==> src/rtl/id_ex_fwd_reg_if.sv <==
// ID/EX boundary bundle: ID-stage inputs, hazard-unit inputs and the EX-side results.
// The ID side drives through the master modport; the pipeline register uses slave.
interface id_ex_fwd_reg_if #(
  parameter int DATA_W = 32,
  parameter int REG_AW = 5
);
  logic              stall_i;
  logic              flush_i;
  logic              id_valid_i;
  logic [DATA_W-1:0] id_rs1_data_i;
  logic [DATA_W-1:0] id_rs2_data_i;
  logic [DATA_W-1:0] id_imm_i;
  logic [REG_AW-1:0] id_rs1_i;
  logic [REG_AW-1:0] id_rs2_i;
  logic [REG_AW-1:0] id_rd_i;
  logic [7:0]        id_ctrl_i;
  logic              exmem_regwr_i;
  logic [REG_AW-1:0] exmem_rd_i;
  logic              memwb_regwr_i;
  logic [REG_AW-1:0] memwb_rd_i;

  logic              ex_valid_o;
  logic [DATA_W-1:0] ex_rs1_data_o;
  logic [DATA_W-1:0] ex_rs2_data_o;
  logic [DATA_W-1:0] ex_imm_o;
  logic [REG_AW-1:0] ex_rs1_o;
  logic [REG_AW-1:0] ex_rs2_o;
  logic [REG_AW-1:0] ex_rd_o;
  logic [7:0]        ex_ctrl_o;
  logic [1:0]        fwd_a_o;
  logic [1:0]        fwd_b_o;
  logic              stall_req_o;

  modport master (
    output stall_i, flush_i, id_valid_i, id_rs1_data_i, id_rs2_data_i, id_imm_i,
           id_rs1_i, id_rs2_i, id_rd_i, id_ctrl_i,
           exmem_regwr_i, exmem_rd_i, memwb_regwr_i, memwb_rd_i,
    input  ex_valid_o, ex_rs1_data_o, ex_rs2_data_o, ex_imm_o,
           ex_rs1_o, ex_rs2_o, ex_rd_o, ex_ctrl_o, fwd_a_o, fwd_b_o, stall_req_o
  );

  modport slave (
    input  stall_i, flush_i, id_valid_i, id_rs1_data_i, id_rs2_data_i, id_imm_i,
           id_rs1_i, id_rs2_i, id_rd_i, id_ctrl_i,
           exmem_regwr_i, exmem_rd_i, memwb_regwr_i, memwb_rd_i,
    output ex_valid_o, ex_rs1_data_o, ex_rs2_data_o, ex_imm_o,
           ex_rs1_o, ex_rs2_o, ex_rd_o, ex_ctrl_o, fwd_a_o, fwd_b_o, stall_req_o
  );
endinterface

==> src/rtl/id_ex_fwd_reg.sv <==
// ID/EX pipeline register with EX operand-forward selects and load-use stall request.
// Edge priority: reset, then flush (bubble), then stall (hold), then load.
module id_ex_fwd_reg #(
  parameter int DATA_W = 32,
  parameter int REG_AW = 5
) (
  input  logic            clk_i,
  input  logic            rst_i,
  id_ex_fwd_reg_if.slave  bus
);

  localparam int CTRL_MEMREAD = 5;

  localparam logic [1:0] SEL_RF    = 2'b00;
  localparam logic [1:0] SEL_MEMWB = 2'b01;
  localparam logic [1:0] SEL_EXMEM = 2'b10;

  logic              valid_q;
  logic [DATA_W-1:0] rs1_data_q;
  logic [DATA_W-1:0] rs2_data_q;
  logic [DATA_W-1:0] imm_q;
  logic [REG_AW-1:0] rs1_q;
  logic [REG_AW-1:0] rs2_q;
  logic [REG_AW-1:0] rd_q;
  logic [7:0]        ctrl_q;

  logic [1:0]        fwd_a;
  logic [1:0]        fwd_b;
  logic              load_use;

  always_ff @(posedge clk_i) begin
    if (rst_i || bus.flush_i) begin
      valid_q    <= 1'b0;
      rs1_data_q <= '0;
      rs2_data_q <= '0;
      imm_q      <= '0;
      rs1_q      <= '0;
      rs2_q      <= '0;
      rd_q       <= '0;
      ctrl_q     <= '0;
    end else if (!bus.stall_i) begin
      valid_q    <= bus.id_valid_i;
      rs1_data_q <= bus.id_rs1_data_i;
      rs2_data_q <= bus.id_rs2_data_i;
      imm_q      <= bus.id_imm_i;
      rs1_q      <= bus.id_rs1_i;
      rs2_q      <= bus.id_rs2_i;
      rd_q       <= bus.id_rd_i;
      // A non-instruction must never write, read or store in later stages.
      ctrl_q     <= bus.id_valid_i ? bus.id_ctrl_i : 8'h00;
    end
  end

  function automatic logic [1:0] fwd_sel(input logic              valid,
                                         input logic [REG_AW-1:0] src,
                                         input logic              exmem_wr,
                                         input logic [REG_AW-1:0] exmem_rd,
                                         input logic              memwb_wr,
                                         input logic [REG_AW-1:0] memwb_rd);
    logic [1:0] sel;
    sel = SEL_RF;
    if (valid) begin
      // The younger EX/MEM result shadows MEM/WB when both target the same register.
      if (exmem_wr && (exmem_rd != '0) && (exmem_rd == src))
        sel = SEL_EXMEM;
      else if (memwb_wr && (memwb_rd != '0) && (memwb_rd == src))
        sel = SEL_MEMWB;
    end
    return sel;
  endfunction

  always_comb begin
    fwd_a = fwd_sel(valid_q, rs1_q, bus.exmem_regwr_i, bus.exmem_rd_i,
                    bus.memwb_regwr_i, bus.memwb_rd_i);
    fwd_b = fwd_sel(valid_q, rs2_q, bus.exmem_regwr_i, bus.exmem_rd_i,
                    bus.memwb_regwr_i, bus.memwb_rd_i);
  end

  always_comb begin
    load_use = 1'b0;
    if (valid_q && ctrl_q[CTRL_MEMREAD] && (rd_q != '0) && bus.id_valid_i)
      load_use = (rd_q == bus.id_rs1_i) || (rd_q == bus.id_rs2_i);
  end

  assign bus.ex_valid_o    = valid_q;
  assign bus.ex_rs1_data_o = rs1_data_q;
  assign bus.ex_rs2_data_o = rs2_data_q;
  assign bus.ex_imm_o      = imm_q;
  assign bus.ex_rs1_o      = rs1_q;
  assign bus.ex_rs2_o      = rs2_q;
  assign bus.ex_rd_o       = rd_q;
  assign bus.ex_ctrl_o     = ctrl_q;
  assign bus.fwd_a_o       = fwd_a;
  assign bus.fwd_b_o       = fwd_b;
  assign bus.stall_req_o   = load_use;

endmodule

==> src/flat_wrapper.sv <==
// flat-port wrapper written by rule: the top's interface ports become plain ports
module id_ex_fwd_reg_flat 
#(
  parameter int DATA_W = 32,
  parameter int REG_AW = 5
)
  (clk_i, rst_i, bus_stall_i, bus_flush_i, bus_id_valid_i, bus_id_rs1_data_i, bus_id_rs2_data_i, bus_id_imm_i, bus_id_rs1_i, bus_id_rs2_i, bus_id_rd_i, bus_id_ctrl_i, bus_exmem_regwr_i, bus_exmem_rd_i, bus_memwb_regwr_i, bus_memwb_rd_i, bus_ex_valid_o, bus_ex_rs1_data_o, bus_ex_rs2_data_o, bus_ex_imm_o, bus_ex_rs1_o, bus_ex_rs2_o, bus_ex_rd_o, bus_ex_ctrl_o, bus_fwd_a_o, bus_fwd_b_o, bus_stall_req_o);
  id_ex_fwd_reg_if #(.DATA_W(DATA_W), .REG_AW(REG_AW)) bus_i ();
  input  logic clk_i;
  input  logic rst_i;
  input wire logic [$bits(bus_i.stall_i)-1:0] bus_stall_i;
  input wire logic [$bits(bus_i.flush_i)-1:0] bus_flush_i;
  input wire logic [$bits(bus_i.id_valid_i)-1:0] bus_id_valid_i;
  input wire logic [$bits(bus_i.id_rs1_data_i)-1:0] bus_id_rs1_data_i;
  input wire logic [$bits(bus_i.id_rs2_data_i)-1:0] bus_id_rs2_data_i;
  input wire logic [$bits(bus_i.id_imm_i)-1:0] bus_id_imm_i;
  input wire logic [$bits(bus_i.id_rs1_i)-1:0] bus_id_rs1_i;
  input wire logic [$bits(bus_i.id_rs2_i)-1:0] bus_id_rs2_i;
  input wire logic [$bits(bus_i.id_rd_i)-1:0] bus_id_rd_i;
  input wire logic [$bits(bus_i.id_ctrl_i)-1:0] bus_id_ctrl_i;
  input wire logic [$bits(bus_i.exmem_regwr_i)-1:0] bus_exmem_regwr_i;
  input wire logic [$bits(bus_i.exmem_rd_i)-1:0] bus_exmem_rd_i;
  input wire logic [$bits(bus_i.memwb_regwr_i)-1:0] bus_memwb_regwr_i;
  input wire logic [$bits(bus_i.memwb_rd_i)-1:0] bus_memwb_rd_i;
  output wire logic [$bits(bus_i.ex_valid_o)-1:0] bus_ex_valid_o;
  output wire logic [$bits(bus_i.ex_rs1_data_o)-1:0] bus_ex_rs1_data_o;
  output wire logic [$bits(bus_i.ex_rs2_data_o)-1:0] bus_ex_rs2_data_o;
  output wire logic [$bits(bus_i.ex_imm_o)-1:0] bus_ex_imm_o;
  output wire logic [$bits(bus_i.ex_rs1_o)-1:0] bus_ex_rs1_o;
  output wire logic [$bits(bus_i.ex_rs2_o)-1:0] bus_ex_rs2_o;
  output wire logic [$bits(bus_i.ex_rd_o)-1:0] bus_ex_rd_o;
  output wire logic [$bits(bus_i.ex_ctrl_o)-1:0] bus_ex_ctrl_o;
  output wire logic [$bits(bus_i.fwd_a_o)-1:0] bus_fwd_a_o;
  output wire logic [$bits(bus_i.fwd_b_o)-1:0] bus_fwd_b_o;
  output wire logic [$bits(bus_i.stall_req_o)-1:0] bus_stall_req_o;
  assign bus_i.stall_i = bus_stall_i;
  assign bus_i.flush_i = bus_flush_i;
  assign bus_i.id_valid_i = bus_id_valid_i;
  assign bus_i.id_rs1_data_i = bus_id_rs1_data_i;
  assign bus_i.id_rs2_data_i = bus_id_rs2_data_i;
  assign bus_i.id_imm_i = bus_id_imm_i;
  assign bus_i.id_rs1_i = bus_id_rs1_i;
  assign bus_i.id_rs2_i = bus_id_rs2_i;
  assign bus_i.id_rd_i = bus_id_rd_i;
  assign bus_i.id_ctrl_i = bus_id_ctrl_i;
  assign bus_i.exmem_regwr_i = bus_exmem_regwr_i;
  assign bus_i.exmem_rd_i = bus_exmem_rd_i;
  assign bus_i.memwb_regwr_i = bus_memwb_regwr_i;
  assign bus_i.memwb_rd_i = bus_memwb_rd_i;
  assign bus_ex_valid_o = bus_i.ex_valid_o;
  assign bus_ex_rs1_data_o = bus_i.ex_rs1_data_o;
  assign bus_ex_rs2_data_o = bus_i.ex_rs2_data_o;
  assign bus_ex_imm_o = bus_i.ex_imm_o;
  assign bus_ex_rs1_o = bus_i.ex_rs1_o;
  assign bus_ex_rs2_o = bus_i.ex_rs2_o;
  assign bus_ex_rd_o = bus_i.ex_rd_o;
  assign bus_ex_ctrl_o = bus_i.ex_ctrl_o;
  assign bus_fwd_a_o = bus_i.fwd_a_o;
  assign bus_fwd_b_o = bus_i.fwd_b_o;
  assign bus_stall_req_o = bus_i.stall_req_o;
  id_ex_fwd_reg #(.DATA_W(DATA_W), .REG_AW(REG_AW)) u_core (.clk_i(clk_i), .rst_i(rst_i), .bus(bus_i));
endmodule
==> config.mk <==
export PLATFORM = sky130hd
export DESIGN_NAME = id_ex_fwd_reg_flat
export DESIGN_NICKNAME = d
export VERILOG_FILES = /design/src/rtl/id_ex_fwd_reg_if.sv /design/src/rtl/id_ex_fwd_reg.sv /design/src/flat_wrapper.sv
export SDC_FILE = /design/constraint.sdc
export NUM_CORES = 1
export LEC_CHECK = 0
export CAP_MARGIN = 30
export CORE_UTILIZATION = 41
export DETAILED_ROUTE_END_ITERATION = 6
export PLACE_DENSITY = 0.95
export SETUP_SLACK_MARGIN = 0.2
export SYNTH_ARGS = -nofsm -noshare
export SYNTH_HDL_FRONTEND = slang
export SYNTH_SLANG_ARGS = --single-unit
==> constraint.sdc <==
create_clock -name clk_i -period 2.6 [get_ports clk_i]
set_input_delay 0.52 -clock clk_i [delete_from_list [all_inputs] [get_ports clk_i]]
set_output_delay 0.52 -clock clk_i [all_outputs]
set_load 0.01 [all_outputs]
### Word level (Yosys, flattened, before mapping)

Cells that the tools add are included.

* flip-flop bits (word level): 120
* input bits: 136
* output and inout bits: 125
* word-level logic and storage cells: 36

* eq/ne operators: 6
* muxes and demuxes: 8
* reduce and logical (&&, ||, !) cells: 14

Operators by type and width (number)
* 5-bit equality test: 6
* 5-bit nonzero test: 3
* 1-bit logical AND: 9
* 2-bit 2-to-1 mux: 4
* 8-bit 2-to-1 mux: 1
* 1-bit 2-to-1 mux: 3
* 1-bit logical OR: 2

### Depth between registers and ports, before layout

Gate-level depths: netlist of run 1.

* depth after elaboration: 6
* depth in mapped cells: 5
* mapped depth without buffers: 4

### Worst setup path before layout of run 1

No wires, ideal clock.

* kind: input port to output port
* from: input bus_exmem_rd_i[0]
* to: output bus_fwd_a_o[0]
* data arrival time: 1.621 ns
* data required time: 2.080 ns
* slack: 0.459 ns
* stages: 4
* buffers on the path: 0
* cell sequence: or4_1 o21ai_2 nor4_1 nor4_2

* word-level cells in the longest chain between the ends: 5
* elaborated cells on any way between the ends: 6
* those cells by class: eq/ne: 1; mux: 2; reduce/logical: 3

Ends and longest elaborated chain
* start, declared: line flat_wrapper.sv:22 `input wire logic [$bits(bus_i.exmem_rd_i)-1:0] bus_exmem_rd_i;`
* 5-bit nonzero test: line id_ex_fwd_reg.sv:64 `if (exmem_wr && (exmem_rd != '0) && (exmem_rd == src))`
* 1-bit logical AND: line id_ex_fwd_reg.sv:64
* 1-bit logical AND (*): line id_ex_fwd_reg.sv:64
* 2-bit 2-to-1 mux (*): line id_ex_fwd_reg.sv:64
* 2-bit 2-to-1 mux (*): line id_ex_fwd_reg.sv:62 `if (valid) begin`
* end, declared: line flat_wrapper.sv:33 `output wire logic [$bits(bus_i.fwd_a_o)-1:0] bus_fwd_a_o;`

Every way passes the cells marked *; elsewhere a longest branch is shown, timed or not.

### Final worst setup path of run 1

* from: input bus_memwb_rd_i[4]
* to: output bus_fwd_a_o[0]

* word-level cells in the longest chain between the ends: 6
* elaborated cells on any way between the ends: 7
* those cells by class: eq/ne: 1; mux: 3; reduce/logical: 3

Ends and longest elaborated chain
* start, declared: line flat_wrapper.sv:24 `input wire logic [$bits(bus_i.memwb_rd_i)-1:0] bus_memwb_rd_i;`
* 5-bit nonzero test: line id_ex_fwd_reg.sv:66 `else if (memwb_wr && (memwb_rd != '0) && (memwb_rd == src))`
* 1-bit logical AND: line id_ex_fwd_reg.sv:66
* 1-bit logical AND (*): line id_ex_fwd_reg.sv:66
* 1-bit 2-to-1 mux (*): line id_ex_fwd_reg.sv:66
* 2-bit 2-to-1 mux (*): line id_ex_fwd_reg.sv:64
* 2-bit 2-to-1 mux (*): line id_ex_fwd_reg.sv:62

Marked as above.

==> results of run 1 <==
## kinds of logic (layout without fill, tap and decap cells)
kind of cell | Yosys count | count (layout) | synth area share
and+or+nand+nor | 140 | 140 | 0.126
buffers and inverters | 28 | 315 | 0.0263
DFF | 120 | 120 | 0.526
AOI/OAI and AO/OA | 13 | 13 | 0.0208
muxes | 111 | 111 | 0.243
xor gates and xnor gates | 30 | 30 | 0.0575
## path summary, 6_finish.rpt
kind              slack (ps)  depth (start not counted)                                        end                                 startpoint
setup / recovery         130                          7                             bus_fwd_a_o[0]                          bus_memwb_rd_i[4]
hold reg to reg          490                          2  u_core.bus.ex_rs2_data_o[31]$_SDFFE_PP0N_  u_core.bus.ex_rs2_data_o[31]$_SDFFE_PP0N_
setup reg to reg        1760                          3        u_core.bus.ex_rs2_o[2]$_SDFFE_PP0N_        u_core.bus.ex_rs2_o[2]$_SDFFE_PP0N_
hold / removal           490                          2  u_core.bus.ex_rs2_data_o[31]$_SDFFE_PP0N_  u_core.bus.ex_rs2_data_o[31]$_SDFFE_PP0N_
## stage by stage
step / power (mW) / instance area, um^2 / setup WS [ps]
detailed placement: 2.63 / 7420 / -659
CTS: 5.09 / 8100 / 9.58
global placement: 2.60 / 7420 / -666
finish: 5.07 / 8140 / 127
global route: 5.24 / 8140 / 68.1
floorplan: 2.22 / 4570 / 459
## worst max-delay path, delay by kind of cell
family,cells,cell delay [ps]
XOR/XNOR,1,170
buffers and inverters,4,590
AND/OR/NAND/NOR,2,670
## power groups by stage
stage / clock network (mW) / registers, mW / logic (mW)
finish: 2.46 / 1.94 / 0.672
floorplan: 0 / 2.00 / 0.224
CTS: 2.50 / 1.94 / 0.660
global route: 2.58 / 1.95 / 0.711
global placement: 0 / 1.97 / 0.631
detailed placement: 0 / 1.98 / 0.650
## synthesized netlist by cell type (all sizes together)
cell type  instances
a21oi              2
a22oi              8
and2               2
buf               12
clkbuf            16
dfxtp            120
mux2i            111
nand3              5
nor2             120
nor2b              1
nor3               4
nor4               3
o2111ai            1
o211ai             1
o21ai              1
or2                1
or4                4
xnor2             12
xor2              18
## registers in the layout, indices dropped and copies added, names as in the netlist
register,flops
u_core.bus.ex_ctrl_o,8
u_core.bus.ex_imm_o,32
u_core.bus.ex_rd_o,5
u_core.bus.ex_rs1_data_o,32
u_core.bus.ex_rs1_o,5
u_core.bus.ex_rs2_data_o,32
u_core.bus.ex_rs2_o,5
u_core.bus.ex_valid_o,1
## timing repair
item,4_1_cts,5_1_grt
pin swaps,10,11
hold endpoints to repair,0,0
gates resized for setup,57,17
endpoints found under the setup margin,5,5
buffers inserted,1,1
## per-layer routing
metal  wire length (um)  GRT usage  up-vias
met5                  0          0        -
met4                416      0.109        0
met3               1540      0.108       32
met2               7850      0.480      209
met1               5100      0.225     2006
li1                   -          -     2037
## final cells by class
class	instances	area [um^2]
Sequential cell	120	2410
Clock buffer	22	463
Tap cell	140	175
Fill cell	700	2710
Multi-Input combinational cell	294	2130
Clock inverter	10	168
Timing Repair Buffer	283	2780
==> summary.txt, run 1 <==
Layout
  • Non-Filler Instances: 869
  • Share of layout cells above drive strength 1: 0.121
  • Most frequent cells in the layout: 243 x clkdlybuf4s50_1, 120 x nor2_1, 112 x dfxtp_1, 111 x mux2i_1, 19 x buf_4
  • Net total in the final layout: 852
  • Most common cell after layout, fill and taps aside: clkdlybuf4s50_1
  • Antenna Cells: 0
  • Fin util: 0.750
  • Area growth syn-to-layout: 78.1%

Critical path
  • CP Cell Sequence: clkdlybuf4s15_2, buf_4, xor2_1, or4_4, nor4_2, buf_4, buf_6
  • Req. time, crit path: 2080 ps
  • Worst path most repeated cell: buf_4
  • CP Data Arrival Time: 1950 ps
  • Worst Setup Path Type: input pin to output port
  • Max stage delay on crit path: 520 ps
  • Crit. End Element: output port
  • Peak fanout along the critical path: 3
  • Slowest-stage cell, CP: or4_4
  • Crit path launch type: input pin

Place
  • Buffers added on ports: 260
  • Hpwl dp: 10,500 um
  • RePlAce Congestion: 0.792
  • Dpl cells: 835

Power and ir drop
  • Psw: 1.13 mW
  • Power share of the clock group: 0.485
  • Gate power share: 0.132
  • Maximum VDD drop: 0.407 mV
  • Power Dens Cells: 624 nW/um^2
  • Part of the power in registers: 0.383
  • Sw frac: 0.222
  • Pint: 3.94 mW
  • Lkg Pwr: 3.39 nW

Global routing
  • First-pass GRT wire length: 22,000 um
  • Total track usage: 0.251
  • Pin count of the biggest net entering global routing: 121
  • Vias in the first global route: 4,574
  • Initial antenna violation count: 0
  • GR Overflow Total: 0

Routing
  • WL final: 14,900 um
  • Vias/cell: 4.93
  • DRT Pass-1 Iters: 4
  • Via count: 4,284
  • DR WL/cell: 17.2 um
  • Initial drt markers: 199
  • Drt drc: 0
  • Routed Antenna Nets: 0

Clocking
  • Hold_buf cts: 0
  • Clk_lat worst skew: 500 ps
  • H-tree levels: 4
  • Total CTS buffers: 17
  • CTS tree: done
  • Clock-pin slew on the worst setup and hold paths: 60 ps
  • Clock buffer depth: 2
  • Root Buffer: clkbuf_8
  • TritonCTS Sinks: 120

STA
  • Relative slew slack: 0.482
  • Min Tclk post-route: 2470 ps
  • F_max: 404 MHz
  • Skew final: 0 ps
  • Unrepaired setup endpoints after global routing: yes
  • Worst-margin pin slew: 776 ps
  • Final Max Tran Viols: 0
  • Period utilisation layout: 0.951
  • Fin Setup TNS: 0 ps
  • Hold slack final: 495 ps
  • Setup violators final: 0
  • Hold Fails Final Rpt: 0

Worst hold path
  • Hold Path Class: flip-flop to flip-flop

Logic synthesis
  • Share of the synthesized area in the top cell type: 0.526
  • Largest area contributor in the netlist: dfxtp_1
  • Post-synthesis cell type count: 21
  • Area contributors post-synth: dfxtp_1 53%, mux2i_1 24%, nor2_1 9.9%
  • Synth Register Bits: 120
  • Yosys warning total: 0
  • Syn_area_per_cell: 10.3 um^2
  • Syn_nets: 578
  • Syn Std Cell Area: 4570 um^2
  • Mapped Cells: 442
  • Register area share after synthesis: 0.526

Die
  • Die ar.: 11,600 um^2
  • Ports: 261
  • DIE HEIGHT: 108 um
  • Row count: 38
  • Starting Density: 0.421
  • Die Wd: 108 um
  • Core Region: 10,800 um^2

Status
  • Status: finished clean

Job
  • Max_cap viols: 0
Power figures use the tool's default switching activity.
==> run 2: changes to the inputs <==
PLACE_DENSITY = 0.85   (was 0.95)
==> run 2 against run 1 <==
Against the previous run: the run now ends with DRC left; wire length is 4.4% lower; register-to-register slack better by 20 ps; fmax is 1.1% higher; critical endpoint unchanged; final cell count is 0.69% lower; sequential cell count stayed put; largest cell class unchanged; sequential power hardly changed; global-route usage is 0.78 points lower.
==> summary.txt, run 2 (synthesized netlist as in run 1, its figures left out) <==
Status
  • Status: finished, violations left
  • Failing checks: DRC

Clocking
  • CTS tree: done
  • Hold_buf cts: 0
  • Clock buffer depth: 2
  • H-tree levels: 4
  • TritonCTS Sinks: 120
  • Total CTS buffers: 17
  • Root Buffer: clkbuf_8
  • Clock-pin slew on the worst setup and hold paths: 60 ps
  • Clk_lat worst skew: 490 ps

Die
  • Die Wd: 108 um
  • Core Region: 10,800 um^2
  • Starting Density: 0.421
  • Die ar.: 11,600 um^2
  • Ports: 261
  • DIE HEIGHT: 108 um
  • Row count: 38

STA
  • Min Tclk post-route: 2450 ps
  • Setup violators final: 0
  • F_max: 409 MHz
  • Worst-margin pin slew: 843 ps
  • Skew final: 0 ps
  • Fin Setup TNS: 0 ps
  • Hold Fails Final Rpt: 0
  • Period utilisation layout: 0.941
  • Unrepaired setup endpoints after global routing: yes
  • Final Max Tran Viols: 0
  • Relative slew slack: 0.437

Layout
  • Area growth syn-to-layout: 75.9%
  • Net total in the final layout: 846
  • Share of layout cells above drive strength 1: 0.113
  • Non-Filler Instances: 863
  • Most common cell after layout, fill and taps aside: clkdlybuf4s50_1
  • Antenna Cells: 0
  • Most frequent cells in the layout: 244 x clkdlybuf4s50_1, 120 x nor2_1, 112 x dfxtp_1, 111 x mux2i_1, 17 x xor2_1
  • Final non-filler cell area: 8040 um^2

Global routing
  • Pin count of the biggest net entering global routing: 116
  • Initial antenna violation count: 0
  • First-pass GRT wire length: 21,500 um
  • M1 GR Usage: 0.247
  • GR Layer Usage met2: 0.432
  • Met3 GRT Util: 0.0993
  • Total track usage: 0.243
  • GR Overflow Total: 0
  • GR peak layer: met2
  • Vias in the first global route: 4,325

Critical path
  • R2R cell count: 3
  • CP Data Arrival Time: 1930 ps
  • Slowest-stage cell, CP: or4_4
  • Crit. End Element: output port
  • Crit path launch type: input pin
  • Crit-path leading delay family: simple AND/OR/NAND/NOR gates
  • CP Cell Sequence: clkdlybuf4s15_1, buf_6, xor2_1, or4_4, nor4_2, buf_2
  • Critical path depth: 6
  • Peak fanout along the critical path: 2
  • Worst Setup Path Type: input pin to output port
  • Max stage delay on crit path: 550 ps
  • Req. time, crit path: 2080 ps
  • Buf/Inv on CP: 3

Routing
  • WL final: 14,200 um
  • DR WL/cell: 16.5 um
  • DRT Pass-1 Iters: 7
  • Initial drt markers: 192
  • Drt drc: 3
  • Routed Antenna Nets: 0
  • Vias/cell: 4.84
  • Via count: 4,176

Worst hold path
  • Hold Path Class: input pin to flip-flop
  • Hold path cells: 3

Place
  • RePlAce Congestion: 0.805
  • Buffers added on ports: 260
  • Placed instance area: 7370 um^2
  • Hpwl dp: 10,200 um
  • Dpl cells: 829

Power and ir drop
  • Power Dens Cells: 614 nW/um^2
  • Lkg Pwr: 3.33 nW
  • Maximum VDD drop: 0.467 mV

Job
  • Max_cap viols: 0
[run 2: cell types whose count changed in the layout (fill, tap and decap cells not counted), moves of 3 or more]
cell / before / now
dfxtp_4: 0 / 3
buf_6: 5 / 2
dfxtp_2: 8 / 5
buf_4: 19 / 14
[run 2: layout make-up]
type                    count  area (um^2)
clock inverters            14          174
clock buffers              18          428
flip-flops and latches    120         2420
multi-input cells         294         2130
fillers                   740         2800
well taps                 140          175
repair buffers            277         2710
[run 2: per-layer routing]
metal / routed length, um / vias to the layer above
met1: 5270 / 1939
met5: 0 / -
met4: 294 / 0
li1: - / 2031
met2: 7410 / 186
met3: 1270 / 20
[run 2: what timing repair did]
item,CTS,global route
endpoints found under the hold margin,0,0
endpoints found under the setup margin,5,5
pin swaps,12,9
resized for setup,54,13
buffers inserted,2,0
[run 2: worst reg2reg max path: stages, from the launching register on]
cell and delay, ps:
dfxtp_4 360, buf_4 130, mux2i_1 140, nor2_1 60
[run 2: stage by stage]
stage	setup slack, ps	total power [mW]	hold slack, ps	util
finish	153	4.93	394	0.741
global route	136	5.13	385	0.741
CTS	135	4.97	371	0.740
detailed placement	-510	2.62	483	0.680
global placement	-484	2.60	474	0.680
floorplan	459	2.22	535	-
[run 2: worst paths after layout]
kind                                        startpoint                                        end  slack [ps]
max                                  bus_memwb_rd_i[3]                             bus_fwd_a_o[0]         150
min                                        bus_stall_i       u_core.bus.ex_imm_o[24]$_SDFFE_PP0N_         390
max reg2reg        u_core.bus.ex_rs1_o[4]$_SDFFE_PP0N_        u_core.bus.ex_rs1_o[4]$_SDFFE_PP0N_        1780
min reg2reg  u_core.bus.ex_rs1_data_o[12]$_SDFFE_PP0N_  u_core.bus.ex_rs1_data_o[12]$_SDFFE_PP0N_         490
[run 2: where the power goes]
group | internal [mW] | switching (mW)
Combinational | 0.400 | 0.252
Clock | 1.49 | 0.853
Sequential | 1.90 | 0.0402
Total | 3.79 | 1.14
==> variant (settings of run 2) <==
`DATA_W` is set to 32 in 3 places; all go to 16.
--- a/src/rtl/id_ex_fwd_reg_if.sv
+++ b/src/rtl/id_ex_fwd_reg_if.sv
@@ -2,5 +2,5 @@
 // The ID side drives through the master modport; the pipeline register uses slave.
 interface id_ex_fwd_reg_if #(
-  parameter int DATA_W = 32,
+  parameter int DATA_W = 16,
   parameter int REG_AW = 5
 );
--- a/src/rtl/id_ex_fwd_reg.sv
+++ b/src/rtl/id_ex_fwd_reg.sv
@@ -2,5 +2,5 @@
 // Edge priority: reset, then flush (bubble), then stall (hold), then load.
 module id_ex_fwd_reg #(
-  parameter int DATA_W = 32,
+  parameter int DATA_W = 16,
   parameter int REG_AW = 5
 ) (
--- a/src/flat_wrapper.sv
+++ b/src/flat_wrapper.sv
@@ -2,5 +2,5 @@
 module id_ex_fwd_reg_flat 
 #(
-  parameter int DATA_W = 32,
+  parameter int DATA_W = 16,
   parameter int REG_AW = 5
 )
Interface: changed (6 resized); port bits go from 261 to 165. No check against the original RTL was run, so the function may have changed too.
==> variant against run 2 <==
  * Total power fell by 47%
  * Cell area fell by 38%
  * Wire length fell by 40%
  * Worst setup slack improved by 0.062 ns
  * Clock skew did not move
  * Non-clock buffer count fell by 100
  * Synthesized area fell by 37%
  * Largest power group is now registers
  * Sequential cell count fell by 48
  * Critical endpoint unchanged
==> variant: results (changes against run 2) <==
- XOR/XNOR Fraction of Synth Area: 9.06% (+3.3 points)
- Avg WL per Cell: 15.3 um (-7.6%)
- Most frequent cells after synthesis: dfxtp_1, nor2_1, mux2i_1
- Cells after DPL: 542 (-35%)
- Leakage: 2.06 nW (-38%)
- Final net count: 545 (-36%)
- Critical Path Source: bus_exmem_rd_i[3]
- Reg2Reg Launch Point: u_core.bus.ex_valid_o$_SDFFE_PP0N_
- Overall global routing resource usage: 23.1% (-1.1 points)
- Post-Synthesis Net Count: 374 (-35%)
- H-Tree Depth: 3 (-1)
- Top cell type's share of synthesized area: 49.7% (-2.9 points)
- Placer Congestion: 0.880 (+9.4%)
- Worst EP arrival: 1.86 ns (-0.07 ns)
- Avg Inst Size Synth: 10.1 sq um (-1.9%)
- Max_slew headroom: 55.7% (+12 points)
- Mux cell area share after synthesis: 21.7% (-2.6 points)
- DRT Pass-1 Iters: 4 (-3)
- Fillers: 525 (-29%)
- Status: completed
- Worst VDD drop: 0.000422 V (-9.5%)
- Hold Path Class: reg -> reg
- Setup Buffers After CTS: 0 (-2)
- Post-synth cell types: 20 (-4.8%)
- Final Non-Filler Cells: 558 (-35%)
- Largest net degree at the start of global routing: 40 (-66%)
- Top post-synthesis cells by area: dfxtp_1, mux2i_1, nor2_1, xor2_1, xnor2_1
- Min-delay src: u_core.bus.ex_imm_o[12]$_SDFFE_PP0N_
- Global-route wire length before repair: 13300 um (-38%)
- Half-perimeter wire length after placement: 6280 um (-38%)
- Part of the Yosys area used for sequential elements: 49.7% (-2.9 points)
- Clock latency on the worst-skew pair: 0.32 ns (-0.17 ns)
- Compound-cell area share of the yosys netlist: 3.15% (+1.1 points)
==> variant: cell families (layout without fill, tap and decap cells) <==
family / count (synthesis) / in the layout
flops: 72 / 72
mux: 63 / 63
xor+xnor: 30 / 30
buf+inv: 17 / 193
simple gates: 91 / 91
compound gates: 13 / 13
==> variant: worst paths after layout <==
check,endpoint,slack (ns),cells past startpoint
hold reg to reg,u_core.bus.ex_imm_o[12]$_SDFFE_PP0N_,0.50,2
hold / removal,u_core.bus.ex_imm_o[12]$_SDFFE_PP0N_,0.50,2
setup reg to reg,u_core.bus.ex_valid_o$_SDFFE_PP0N_,1.80,3
setup / recovery,bus_fwd_a_o[0],0.22,6
==> variant: repair_timing <==
action | 4_1_cts | 5_1_grt
resized for setup | 56 | 13
endpoints found under the setup margin | 5 | 4
pin swaps | 9 | 8
==> variant: through the flow <==
step                      total power, mW  setup WS (ns)  utilization [%]  cell area [sq um]  setup TNS [ns]
after floorplan                      1.35          0.451                -               2900               0
after global placement               1.59         -0.501             68.8               4700           -1.92
after detailed placement             1.60         -0.542             68.8               4700           -2.21
after CTS                            2.64          0.199             72.9               4980               0
after global routing                 2.73          0.154             72.7               4960               0
final                                2.62          0.216             72.7               4960               0
==> variant: area by class of cell <==
type | instances | area share, %
clock buffers | 10 | 2.57
clock inverters | 6 | 2.17
multi-input cells | 197 | 29.2
flip-flops and latches | 72 | 29.1
well taps | 96 | 2.42
repair buffers | 177 | 34.6
==> variant: routing by layer <==
| layer | routed length (um) | GRT usage [%] |
|---|---|---|
| met4 | 170 | 9.55 |
| met3 | 696 | 6.54 |
| met1 | 3360 | 25.5 |
| met5 | 0 | 0 |
| met2 | 4280 | 41.6 |
==> variant: worst max-delay path: stages <==
cell	delay [ns]
buf_6	0.09
or4_4	0.54
o21ai_4	0.22
nor4_4	0.06
nor4_2	0.26
buf_2	0.16
==> variant: power breakdown <==
part / switching (mW) / internal, mW / leakage, nW
combinational: 0.162 / 0.254 / 1.35
clock: 0.406 / 0.635 / 0.116
sequential: 0.0267 / 1.14 / 0.587
total: 0.594 / 2.03 / 2.06
